### src/rtl/lfsr_32_7_6_pkg.sv
// Shared definitions for the LFSR_32_7_6 descrambler: FSM states, history
// length and the keystream tap positions within the history register.
package lfsr_32_7_6_pkg;

    typedef enum logic [1:0] {
        ACQUIRE = 2'd0,
        VERIFY  = 2'd1,
        LOCKED  = 2'd2
    } state_t;

    localparam int LFSR_LEN = 32;

    // Taps into H (H[j] = k[n-1-j]) giving k[n-1], k[n-26], k[n-27], k[n-31]
    localparam int TAP_0  = 0;
    localparam int TAP_25 = 25;
    localparam int TAP_26 = 26;
    localparam int TAP_30 = 30;

endpackage

### src/rtl/lfsr_32_7_6_predictor.sv
// Keystream history and next-bit predictor. Holds H, shifts in either the
// received bit (while acquiring) or its own prediction (verify / locked),
// and reports whether the next shift would leave H nonzero.
module lfsr_32_7_6_predictor
    import lfsr_32_7_6_pkg::*;
(
    input  logic i_clk,
    input  logic i_rst_n,
    input  logic i_en,
    input  logic i_clr,
    input  logic i_sel_p,
    input  logic i_din,
    output logic o_p,
    output logic o_nz_next
);

    logic [LFSR_LEN-1:0] r_h;
    logic                w_p;
    logic                w_shift_in;
    logic                w_unused_msb;

    assign w_p          = r_h[TAP_0] ^ r_h[TAP_25] ^ r_h[TAP_26] ^ r_h[TAP_30];
    assign w_shift_in   = i_sel_p ? w_p : i_din;
    // H[31] only ages out of the window; it is never a tap
    assign w_unused_msb = r_h[LFSR_LEN-1];
    assign o_nz_next    = w_shift_in | (|r_h[LFSR_LEN-2:0]);
    assign o_p          = w_p;

    // History shift register; clear wins over a shift in the same cycle
    always_ff @(posedge i_clk or negedge i_rst_n) begin
        if (!i_rst_n) begin
            r_h <= '0;
        end else if (i_clr) begin
            r_h <= '0;
        end else if (i_en) begin
            r_h <= {r_h[LFSR_LEN-2:0], w_shift_in};
        end
    end

endmodule

### src/rtl/lfsr_32_7_6_descrambler.sv
// Self-synchronising receive descrambler for the LFSR_32_7_6 keystream.
// Acquires keystream phase from a zero-plaintext training run, verifies the
// prediction for VERIFY_LEN bits, then XORs the predicted keystream onto din.
module lfsr_32_7_6_descrambler
    import lfsr_32_7_6_pkg::*;
#(
    parameter int VERIFY_LEN = 64,
    parameter int MISS_TOL   = 0,
    parameter int FAIL_W     = 8
) (
    input  logic              clock,
    input  logic              reset_n,
    input  logic              din,
    input  logic              din_valid,
    input  logic              resync,
    output logic              dout,
    output logic              dout_valid,
    output logic              locked,
    output logic [FAIL_W-1:0] fail_cnt
);

    localparam int              MW         = $clog2(MISS_TOL + 2);
    localparam logic [MW-1:0]   MISS_TOL_V = MW'(MISS_TOL);
    localparam logic [6:0]      VLAST      = 7'(VERIFY_LEN - 1);
    localparam logic [6:0]      ACQ_LAST   = 7'(LFSR_LEN - 1);

    state_t            r_state;
    state_t            w_state_nxt;
    logic [6:0]        r_bit_cnt;
    logic [6:0]        w_bit_cnt_nxt;
    logic [MW-1:0]     r_miss_cnt;
    logic [MW-1:0]     w_miss_cnt_nxt;
    logic [MW-1:0]     w_miss_sum;
    logic [FAIL_W-1:0] r_fail_cnt;
    logic              r_dout;
    logic              r_dout_valid;

    logic              w_p;
    logic              w_nz_next;
    logic              w_h_en;
    logic              w_h_clr;
    logic              w_sel_p;
    logic              w_fail_inc;
    logic              w_mismatch;

    lfsr_32_7_6_predictor u_pred (
        .i_clk     (clock),
        .i_rst_n   (reset_n),
        .i_en      (w_h_en),
        .i_clr     (w_h_clr),
        .i_sel_p   (w_sel_p),
        .i_din     (din),
        .o_p       (w_p),
        .o_nz_next (w_nz_next)
    );

    assign w_mismatch = din ^ w_p;
    assign w_miss_sum = r_miss_cnt + MW'(w_mismatch);

    // Next-state, counter and history-control decode
    always_comb begin
        w_state_nxt    = r_state;
        w_bit_cnt_nxt  = r_bit_cnt;
        w_miss_cnt_nxt = r_miss_cnt;
        w_h_en         = 1'b0;
        w_h_clr        = 1'b0;
        w_sel_p        = 1'b0;
        w_fail_inc     = 1'b0;
        if (resync) begin
            w_state_nxt    = ACQUIRE;
            w_bit_cnt_nxt  = '0;
            w_miss_cnt_nxt = '0;
            w_h_clr        = 1'b1;
        end else if (din_valid) begin
            case (r_state)
                ACQUIRE: begin
                    w_h_en = 1'b1;
                    if ((r_bit_cnt >= ACQ_LAST) && w_nz_next) begin
                        w_state_nxt   = VERIFY;
                        w_bit_cnt_nxt = '0;
                    end else if (r_bit_cnt < ACQ_LAST) begin
                        w_bit_cnt_nxt = r_bit_cnt + 7'd1;
                    end
                end
                VERIFY: begin
                    w_h_en  = 1'b1;
                    w_sel_p = 1'b1;
                    if (w_miss_sum > MISS_TOL_V) begin
                        w_state_nxt    = ACQUIRE;
                        w_bit_cnt_nxt  = '0;
                        w_miss_cnt_nxt = '0;
                        w_h_clr        = 1'b1;
                        w_fail_inc     = 1'b1;
                    end else if (r_bit_cnt == VLAST) begin
                        w_state_nxt    = LOCKED;
                        w_bit_cnt_nxt  = '0;
                        w_miss_cnt_nxt = '0;
                    end else begin
                        w_bit_cnt_nxt  = r_bit_cnt + 7'd1;
                        w_miss_cnt_nxt = w_miss_sum;
                    end
                end
                LOCKED: begin
                    w_h_en  = 1'b1;
                    w_sel_p = 1'b1;
                end
                default: begin
                    w_state_nxt = ACQUIRE;
                end
            endcase
        end
    end

    // FSM state and counter registers
    always_ff @(posedge clock or negedge reset_n) begin
        if (!reset_n) begin
            r_state    <= ACQUIRE;
            r_bit_cnt  <= '0;
            r_miss_cnt <= '0;
        end else begin
            r_state    <= w_state_nxt;
            r_bit_cnt  <= w_bit_cnt_nxt;
            r_miss_cnt <= w_miss_cnt_nxt;
        end
    end

    // Saturating count of verification failures; resync leaves it alone
    always_ff @(posedge clock or negedge reset_n) begin
        if (!reset_n) begin
            r_fail_cnt <= '0;
        end else if (w_fail_inc && (r_fail_cnt != {FAIL_W{1'b1}})) begin
            r_fail_cnt <= r_fail_cnt + 1'b1;
        end
    end

    // Registered descrambled output; dout holds its last value when idle
    always_ff @(posedge clock or negedge reset_n) begin
        if (!reset_n) begin
            r_dout       <= 1'b0;
            r_dout_valid <= 1'b0;
        end else begin
            r_dout_valid <= din_valid && !resync && (r_state == LOCKED);
            if (din_valid && !resync && (r_state == LOCKED)) begin
                r_dout <= din ^ w_p;
            end
        end
    end

    assign dout       = r_dout;
    assign dout_valid = r_dout_valid;
    assign locked     = (r_state == LOCKED);
    assign fail_cnt   = r_fail_cnt;

endmodule

### config.mk
export PLATFORM = sky130hd
export DESIGN_NAME = lfsr_32_7_6_descrambler
export DESIGN_NICKNAME = d
export VERILOG_FILES = /design/src/rtl/lfsr_32_7_6_pkg.sv /design/src/rtl/lfsr_32_7_6_predictor.sv /design/src/rtl/lfsr_32_7_6_descrambler.sv
export SDC_FILE = /design/constraint.sdc
export NUM_CORES = 1
export LEC_CHECK = 0
export BUFFER_PORTS_ARGS = -buffer_cell sky130_fd_sc_hd__buf_2
export CORE_MARGIN = 2
export CORE_UTILIZATION = 64
export CTS_BUF_LIST = sky130_fd_sc_hd__clkbuf_16
export DETAILED_ROUTE_END_ITERATION = 10
export GPL_ROUTABILITY_DRIVEN = 0
export GPL_TIMING_DRIVEN = 0
export PLACE_DENSITY = 0.83
export SLEW_MARGIN = 30
export SYNTH_ARGS = -nofsm -noshare
export SYNTH_HDL_FRONTEND = slang
export SYNTH_HIERARCHICAL = 1
export SYNTH_SLANG_ARGS = --single-unit
### constraint.sdc
create_clock -name clock -period 4.6 [get_ports clock]
set_input_delay 0.69 -clock clock [delete_from_list [all_inputs] [get_ports clock]]
set_output_delay 0.69 -clock clock [all_outputs]
set_load 0.01 [all_outputs]
# Yosys cells after proc, flatten, opt, wreduce, memory -nomap -nowiden
# Index checks and enable logic that the tools add are counted.
[op_classes] addsub=3 n_eq_ne=8 mux=32 n_bitwise=5 n_reduce_logical=16 order_cmp=3
[op_table] op="31-bit 2-to-1 mux" n=2
[op_table] op="7-bit 2-to-1 mux" n=6
[op_table] op="31-bit OR reduction" n=1
[op_table] op="1-bit 2-to-1 mux" n=17
[op_table] op="7-bit one-hot mux with 2 select lines" n=1
[op_table] op="2-bit 2-to-1 mux" n=5
[op_table] op="8-bit by 1-bit adder with 8-bit output, second input constant" n=1
[op_table] op="4-bit inequality test, second input constant" n=2
[op_table] op="8-bit inequality test, second input constant" n=1
[op_table] op="7-bit by 1-bit adder with 7-bit output, second input constant" n=1
[op_table] op="7-bit by 6-bit == test with 1-bit output, second input constant" n=1
[op_table] op="7-bit by 5-bit greater-or-equal comparator with 1-bit output, second input constant" n=1
[op_table] op="7-bit by 5-bit less-than comparator with 1-bit output, second input constant" n=1
[op_table] op="2-bit one-hot mux with 3 select lines" n=1
[op_table] op="2-bit nonzero test" n=3
[op_table] op="1-bit logical AND" n=4
[op_table] op="4-bit AND reduction" n=1
[op_table] op="1-bit XOR" n=4
[op_table] op="3-bit inequality test, second input constant" n=1
[op_table] op="3-bit AND reduction" n=1
[op_table] op="3-bit nonzero test" n=1
[op_table] op="3-bit OR reduction" n=1
[op_table] op="2-bit by 1-bit == test with 1-bit output, second input constant" n=1
[op_table] op="2-bit == test, second input constant" n=1
[op_table] op="8 further kinds" n=8
[word_totals] reg_bits=51 in_bits=5 out_inout_bits=11 elab_cells=74

# Depth between registers and ports, before layout
# Gate-level depths: netlist of run 1.
[depth] word_depth=12 ltp_mapped=11 ltp_nobuf=11

# Cells and area by module
# The synthesis of run 1 kept the hierarchy.
[by_module_without_submodules] mod="lfsr_32_7_6_predictor" instances=1 cells_each=119 area_per_inst_um2=1358.8
[by_module_without_submodules] mod="lfsr_32_7_6_descrambler" instances=1 cells_each=106 area_per_inst_um2=1084.8

# Least setup slack after synthesis of run 1
# OpenSTA, ideal clock, no wires.
[synth_timing] path_kind="in2reg" start="input port din_valid" end="register r_bit_cnt[3]" arrival_ns=2.441 stages=9 path_slack_ns=2.033 cell_sequence="nor2b_1 and2_1 inv_1 nor2_2 o21ai_1 or4_4 a41oi_4 nor2_2 a221o_1"
[synth_between] elab_chain_cells=9 word_cells_on_any_way=12 classes_between="1 x eq/ne; 7 x mux; 1 x bitwise; 3 x reduce/logical"
[synth_lines] element="start, declared" line="lfsr_32_7_6_descrambler.sv:14" text="input logic din_valid,"
[synth_lines] element="1-bit 2-to-1 mux *" line="lfsr_32_7_6_descrambler.sv:74" text="end else if (din_valid) begin"
[synth_lines] element="1-bit 2-to-1 mux *" line="lfsr_32_7_6_descrambler.sv:69" text="if (resync) begin"
[synth_lines] element="net w_sel_p" line="lfsr_32_7_6_descrambler.sv:42" text="logic w_sel_p;"
[synth_lines] element="1-bit 2-to-1 mux *" line="lfsr_32_7_6_predictor.sv:23" text="assign w_shift_in = i_sel_p ? w_p : i_din;"
[synth_lines] element="1-bit bitwise OR *" line="lfsr_32_7_6_predictor.sv:26" text="assign o_nz_next = w_shift_in | (|r_h[LFSR_LEN-2:0]);"
[synth_lines] element="net w_nz_next" line="lfsr_32_7_6_descrambler.sv:39" text="logic w_nz_next;"
[synth_lines] element="1-bit logical AND *" line="lfsr_32_7_6_descrambler.sv:78" text="if ((r_bit_cnt >= ACQ_LAST) && w_nz_next) begin"
[synth_lines] element="7-bit 2-to-1 mux" line="lfsr_32_7_6_descrambler.sv:78"
[synth_lines] element="7-bit one-hot mux with 2 select lines" line="lfsr_32_7_6_descrambler.sv:75" text="case (r_state)"
[synth_lines] element="7-bit 2-to-1 mux" line="lfsr_32_7_6_descrambler.sv:74"
[synth_lines] element="7-bit 2-to-1 mux" line="lfsr_32_7_6_descrambler.sv:69"
[synth_lines] element="end signal, assigned" line="lfsr_32_7_6_descrambler.sv:122" text="r_bit_cnt <= w_bit_cnt_nxt;"
[synth_lines] element="end, declared" line="lfsr_32_7_6_descrambler.sv:29" text="logic [6:0] r_bit_cnt;"
# The timed path passes the listed nets; every way through them passes the cells marked *. The select of a mux whose other input is x is not followed.
# A chain may end at the register's enable or synchronous reset.

# Final worst setup path of run 1
[layout_timing] start="input port din_valid" end="register r_bit_cnt[4]"
# The elaborated chain is that of the path after synthesis.

==> results of run 1 <==
[worst max-delay path by stage]
stage	startpoint	endpoint	slack, ns	depth (start not counted)
floorplan	din_valid	r_bit_cnt[3]	2.03	9
global route	din_valid	r_bit_cnt[3]	1.70	10
CTS	din_valid	r_bit_cnt[4]	1.86	10
detailed placement	din_valid	r_bit_cnt[3]	1.60	10
finish	din_valid	r_bit_cnt[4]	1.87	10
global placement	din_valid	r_bit_cnt[3]	1.64	10
[area by class of cell]
class,count,area [um^2],share of cell area (%)
inverters,8,30.03,1.091
multi-input cells,160,1124,40.84
plain buffers,7,38.79,1.410
clock buffers,5,125.1,4.548
well taps,48,60.06,2.183
flip-flops and latches,50,1251,45.48
clock inverters,3,45.04,1.637
repair buffers,15,77.57,2.819
[where the power goes]
| group | total (mW) | internal, mW | switching, mW |
|---|---|---|---|
| sequential | 0.449 | 0.443 | 0.00509 |
| clock | 0.411 | 0.256 | 0.155 |
| combinational | 0.0531 | 0.0197 | 0.0333 |
[layout by cell type, fill, tap and decap left out, drive strengths merged, types with 2 or more instances in the layout]
master,n
nor3,3
o2111ai,2
mux2,2
a21oi,2
buf,19
inv,8
clkbuf,8
dfrtp,50
or2,3
ha,7
nor4,7
a22o,3
and2,2
nand2,9
nor2,45
mux2i,31
xnor2,7
nor2b,2
nand3,6
a221o,2
xor2,5
nand4,5
o21ai,7
clkinvlp,2
[cell families after synthesis]
logic type	share of synthesized area, %
mux	13.62
xor+xnor	4.301
fa+ha+maj	3.584
simple gates	16.85
compound gates	7.630
buf+inv	2.816
flops	51.20
[metal layers]
metal	up-vias	share of wire [%]	GRT usage, %
met2	23	48	37.75
met3	7	3.0	5.111
met4	0	1.3	6.771
met1	839	48	31.66
met5	-	0	0
li1	834	-	-
[sequential cells by signal (all words and copies together), names as in the netlist]
name and cells:
r_bit_cnt 7, u_pred/r_h 31, r_state 2, dout 1, fail_cnt 8, dout_valid 1
[through the flow]
stage	util (%)	instance area, um^2	hold WS [ns]	power, mW	instances
final	75.15	2751	0.4170	0.9127	296
after global routing	75.15	2751	0.4673	0.9485	296
after CTS	75.15	2751	0.4361	0.9225	296
after detailed placement	70.51	2581	0.4915	0.5094	288
after global placement	70.44	2579	0.4648	0.5086	288
after floorplan	-	2444	0.3944	0.4896	225
==> metrics.md, run 1 <==
| Metric | Value |
|---|---|
| Synth Register Bits | 50 |
| Num ports | 16 |
| Die Y-Extent | 65.79 um |
| CTS clk-pin slew, worst paths | 0.07 ns |
| Count of cell types in the netlist | 37 |
| Hold Vio Cnt, Final | 0 |
| Post-Syn Area | 2444 um^2 |
| CP Cell Sequence | buf_2 -> nor2b_1 -> and2_1 -> inv_1 -> nor2_2 -> o21ai_1 -> or4_4 -> a41oi_4 -> nor2_2 -> a221o_1 |
| DRT iter0 DRCs | 151 |
| Initial antenna violation count | 0 |
| Synth warnings | 6 |
| Most frequent cells after synthesis | dfrtp_1, nor2_1, mux2i_1 |
| Final Slew Violations | 0 |
| Area leader, netlist | dfrtp_1 |
| Cells taking the most area after synthesis | dfrtp_1, mux2i_1, nor2_1, ha_1, xnor2_1 |
| Via density | 5.753 |
| Clock Sinks | 50 |
| Router iterations before antenna repair | 4 |
| CTS tree | yes |
| Slew @ Worst Pin | 0.6169 ns |
| HP Class | in -> async |
| Largest net degree at the start of global routing | 51 |
| Period Utilization, post-route | 59.26% |
| Wire per inst | 14.82 um |
| Mean Syn Cell Area | 10.86 um^2 |
| CTS max path bufs | 2 |
| Worst reg2reg path depth | 8 |
| FF-to-FF setup slack | 1.96 ns |
| Final WL | 4.387 mm |
| Number of placement rows | 22 |
| H-tree levels | 2 |
| Initial core utilization | 66.75% |
| Area share of the leading cell type in the synthesized netlist | 51.20% |
| Post-synthesis sequential area ratio | 51.20% |
| Final net count | 259 |
| Crit. End Element | flop |
| Pre-CTS WS | 1.596 ns |
| Pwr dens | 331.7 nW/um^2 |
| Bufs and invs on worst path | 2 |
| Clock buffer count from CTS | 5 |
| # DRC | 0 |
| Final Skew | 0.005609 ns |
| Post-CTS setup buffer count | 0 |
| Setup violations, final | 0 |
| Critical path class | in -> reg |
| CP arrival | 2.89 ns |
| Critical Path Fanout Max | 6 |
| Worst path required time | 4.77 ns |
| Vias | 1,703 |
| Clock Latency Late Sink | 0.28 ns |
| Overflow after GRT | 0 |
| Synth-to-layout area growth | 12.60% |
| Crit path largest cell delay | 0.59 ns |
| Max IR drop VDD | 0.0002599 V |
| Fin crit period | 2.726 ns |
| Share of post-route cells with drive strength above 1 | 17.34% |
| Port Buffers | 15 |
| FILL cells | 236 |
| HPWL Detailed | 2.905 mm |
| First-pass GRT wire length | 7.693 mm |
| Slowest-stage cell, CP | or4_4 |
| Root buffer cell | clkbuf_16 |
| Core area | 3661 um^2 |
| # Max-Cap Violations | 0 |
| R2R Path Start | u_pred/r_h[18] |
| Final ANT Viol Nets | 0 |
| Post-CTS Hold Buffers | 0 |
| Vias in the first global route | 1,684 |
| Maximum clock frequency | 366.8 MHz |
| Total GRT Usage | 23.33% |
| Post_cts resized | 0 |
| Worst r2r dst | r_bit_cnt[4] |
| Most frequent CP cell | nor2_2 |
| Max transition margin | 58.87% |
| Syn Inst Count | 225 |
| Ant diodes | 0 |
| Leak | 1.307 nW |
| Critical Path Start Type | input port |
| RSZ-0062 raised after global routing | no |
| Cell with the most instances after synthesis | dfrtp_1 |
| Post-synth EDFFs | 0 |
| Ys async rst share | 100.0% |
| Syn_nets | 237 |
| Largest delay share family, worst path | simple AND/OR/NAND/NOR gates |
| Chip Width | 65.79 um |
| Setup ws final | 1.874 ns |
| Status | completed |
| Post-synth top flop | dfrtp_1 |
| Fin Setup TNS | 0 ns |
| Die area | 4328 um^2 |
(Power assumes the default switching activity.)
==> inputs of run 2 (changes only) <==
--- a/config.mk
+++ b/config.mk
@@ -5,14 +5,15 @@
 export SDC_FILE = /design/constraint.sdc
 export NUM_CORES = 1
 export LEC_CHECK = 0
+export ABC_AREA = 1
 export BUFFER_PORTS_ARGS = -buffer_cell sky130_fd_sc_hd__buf_2
 export CORE_MARGIN = 2
-export CORE_UTILIZATION = 64
+export CORE_UTILIZATION = 60
 export CTS_BUF_LIST = sky130_fd_sc_hd__clkbuf_16
 export DETAILED_ROUTE_END_ITERATION = 10
 export GPL_ROUTABILITY_DRIVEN = 0
 export GPL_TIMING_DRIVEN = 0
-export PLACE_DENSITY = 0.83
+export PLACE_DENSITY = 0.78
 export SLEW_MARGIN = 30
 export SYNTH_ARGS = -nofsm -noshare
 export SYNTH_HDL_FRONTEND = slang
==> constraint.sdc (replaced) <==
create_clock -name clock -period 2.68 [get_ports clock]
set_input_delay 0.402 -clock clock [delete_from_list [all_inputs] [get_ports clock]]
set_output_delay 0.402 -clock clock [all_outputs]
set_load 0.01 [all_outputs]
==> metrics.md, run 2 <==
| Metric | Value |
|---|---|
| Cells after DPL | 355 |
| Core area | 4000 um^2 |
| Crit. End Element | flop |
| DP Area | 2619 um^2 |
| Final WL | 4.389 mm |
| FILL cells | 310 |
| Worst Hold Slack | 0.1222 ns |
| CTS max path bufs | 2 |
| # DRC | 0 |
| R2R Path Start | r_state[0] |
| Wire per inst | 12.09 um |
| Total GRT Usage | 21.72% |
| Status | completed |
| Syn Inst Count | 290 |
| Post_cts resized | 0 |
| Bufs and invs on worst path | 2 |
| Initial core utilization | 61.96% |
| Post-CTS setup buffer count | 0 |
| Final Skew | 0.004790 ns |
| Pwr dens | 627.9 nW/um^2 |
| Largest net degree at the start of global routing | 51 |
| Post-CTS Hold Buffers | 0 |
| Critical Path Fanout Max | 6 |
| Leak | 1.429 nW |
| Multi-input gate area | 972.2 um^2 |
| Fin area | 2781 um^2 |
| Reg with most FFs | u_pred/r_h |
| Ys async rst share | 100.0% |
| Overflow after GRT | 0 |
| Vias in the first global route | 1,762 |
| Reg area | 1251 um^2 |
| CTS clk-pin slew, worst paths | 0.06 ns |
| Via density | 5.278 |
| Max transition margin | 59.84% |
| # Max-Cap Violations | 0 |
| Syn_nets | 302 |
| First-pass GRT wire length | 7.479 mm |
| Period Utilization, post-route | 75.16% |
| Area share of the leading cell type in the synthesized netlist | 50.48% |
| Ant diodes | 0 |
| Max IR drop VDD | 0.0003281 V |
| Die area | 4661 um^2 |
| Slew @ Worst Pin | 0.6024 ns |
| Root buffer cell | clkbuf_16 |
| Chip Width | 68.28 um |
| Crit path launch | r_state[0] |
| Setup ws final | 0.6656 ns |
| Post-synth EDFFs | 0 |
| Port Buffers | 15 |
| DRT iter0 DRCs | 139 |
| Area leader, netlist | dfrtp_1 |
| Fin crit period | 2.014 ns |
| Die Y-Extent | 68.28 um |
| Vias | 1,916 |
| Worst path required time | 2.83 ns |
| Critical path class | reg -> reg |
| Synth Register Bits | 50 |
| Post-synthesis sequential area ratio | 50.48% |
| Commonest cells after routing, fill and taps aside | nand2_1, dfrtp_1, inv_1, o22ai_1, nor2_1 |
| Pre-CTS WS | 0.7165 ns |
| Met3 Use GR | 5.428% |
| Cells taking the most area after synthesis | dfrtp_1, nand2_1, o22ai_1, inv_1, ha_1 |
| RSZ-0062 raised after global routing | no |
| GR Util met1 | 28.51% |
| Cell with the most instances after synthesis | nand2_1 |
| Router iterations before antenna repair | 4 |
| Clock Sinks | 50 |
| Final Util | 69.53% |
| Synth warnings | 6 |
| Post-synth top flop | dfrtp_1 |
| Clock buffer count from CTS | 5 |
| Most common cell after layout, fill and taps aside | nand2_1 |
| Met2 Use GR | 35.07% |
| Most frequent CP cell | nand2_1 |
| Count of cell types in the netlist | 23 |
| Max reg flops | 31 |
| Maximum clock frequency | 496.4 MHz |
| HPWL Detailed | 3.013 mm |
| Largest delay share family, worst path | simple AND/OR/NAND/NOR gates |
| Fin Setup TNS | 0 ns |
| Most frequent cells after synthesis | nand2_1, dfrtp_1, inv_1 |
| HP Class | in -> async |
| Final net count | 324 |
| Power Total | 1.747 mW |
| CP arrival | 2.17 ns |
| Synth-to-layout area growth | 12.22% |
| Final Slew Violations | 0 |
| Critical Path Start Type | flop |
| CTS tree | yes |
| Crit path largest cell delay | 0.40 ns |
| Number of placement rows | 23 |
| Num ports | 16 |
| H-tree levels | 2 |
| Clock Latency Late Sink | 0.29 ns |
| Mean Syn Cell Area | 8.547 um^2 |
| CP Cell Sequence | inv_1 -> ha_1 -> nand2_1 -> nor2_1 -> or2_2 -> nand2_1 -> nand2_1 -> inv_1 -> nand4_1 -> nand3_1 -> o21ai_0 |
| Setup violations, final | 0 |
| Fin cells | 363 |
| Final ANT Viol Nets | 0 |
| Post-Syn Area | 2479 um^2 |
| Share of post-route cells with drive strength above 1 | 17.89% |
| Hold Vio Cnt, Final | 0 |
| Initial antenna violation count | 0 |
| GR peak layer | met2 |
| Slowest-stage cell, CP | dfrtp_1 |
## run 2: cell types whose count changed after synthesis, moves of 7 or more
cell | before | now
nand2_2 | 0 | 7
nor2_1 | 43 | 23
mux2i_1 | 31 | 0
inv_1 | 8 | 39
o22ai_1 | 0 | 29
nand2_1 | 9 | 60
inv_2 | 0 | 13
nand3_1 | 5 | 14
nor4_1 | 7 | 0
## run 2: path summary, 6_finish.rpt
kind                                  endpoint  slack [ns]  cells after the start
worst max-delay path              r_bit_cnt[1]        0.67                     11
worst min-delay path            u_pred/r_h[30]        0.12                      1
worst max register to register    r_bit_cnt[1]        0.67                     11
worst min register to register            dout        0.50                      1
max in group asynchronous         r_bit_cnt[2]        2.15                      1
min in group clock                  r_state[0]        0.41                      4
## run 2: report_power, final
part | total, mW | switching (mW) | internal (mW)
Clock | 0.686 | 0.252 | 0.433
Sequential | 0.830 | 0.0351 | 0.795
Combinational | 0.231 | 0.143 | 0.0871
## run 2: logic make-up (layout without fill, tap and decap cells)
| family | Yosys count | in the layout | share of synthesized area, % |
|---|---|---|---|
| AND/OR/NAND/NOR | 121 | 121 | 22.31 |
| flip-flops | 50 | 50 | 50.48 |
| buffers and inverters | 61 | 84 | 10.30 |
| XOR/XNOR | 10 | 10 | 3.534 |
| adder cells (fa/ha/maj) | 7 | 7 | 3.533 |
| AO/OA/AOI/OAI | 41 | 41 | 9.843 |
## run 2: final cells by class
type                       instances  area share [%]
tap                               50           2.249
clock buffer                       5           4.498
clock inverter                     3           1.350
multi-input combinational        179           34.95
sequential                        50           44.98
inverter                          55           7.422
timing repair buffer              15           2.789
buffer                             6           1.754
## run 2: metal layers
| metal | share of wire [%] | up-vias |
|---|---|---|
| li1 | - | 974 |
| met1 | 48 | 900 |
| met2 | 47 | 35 |
| met3 | 3.7 | 7 |
| met4 | 1.4 | 0 |
| met5 | 0 | - |
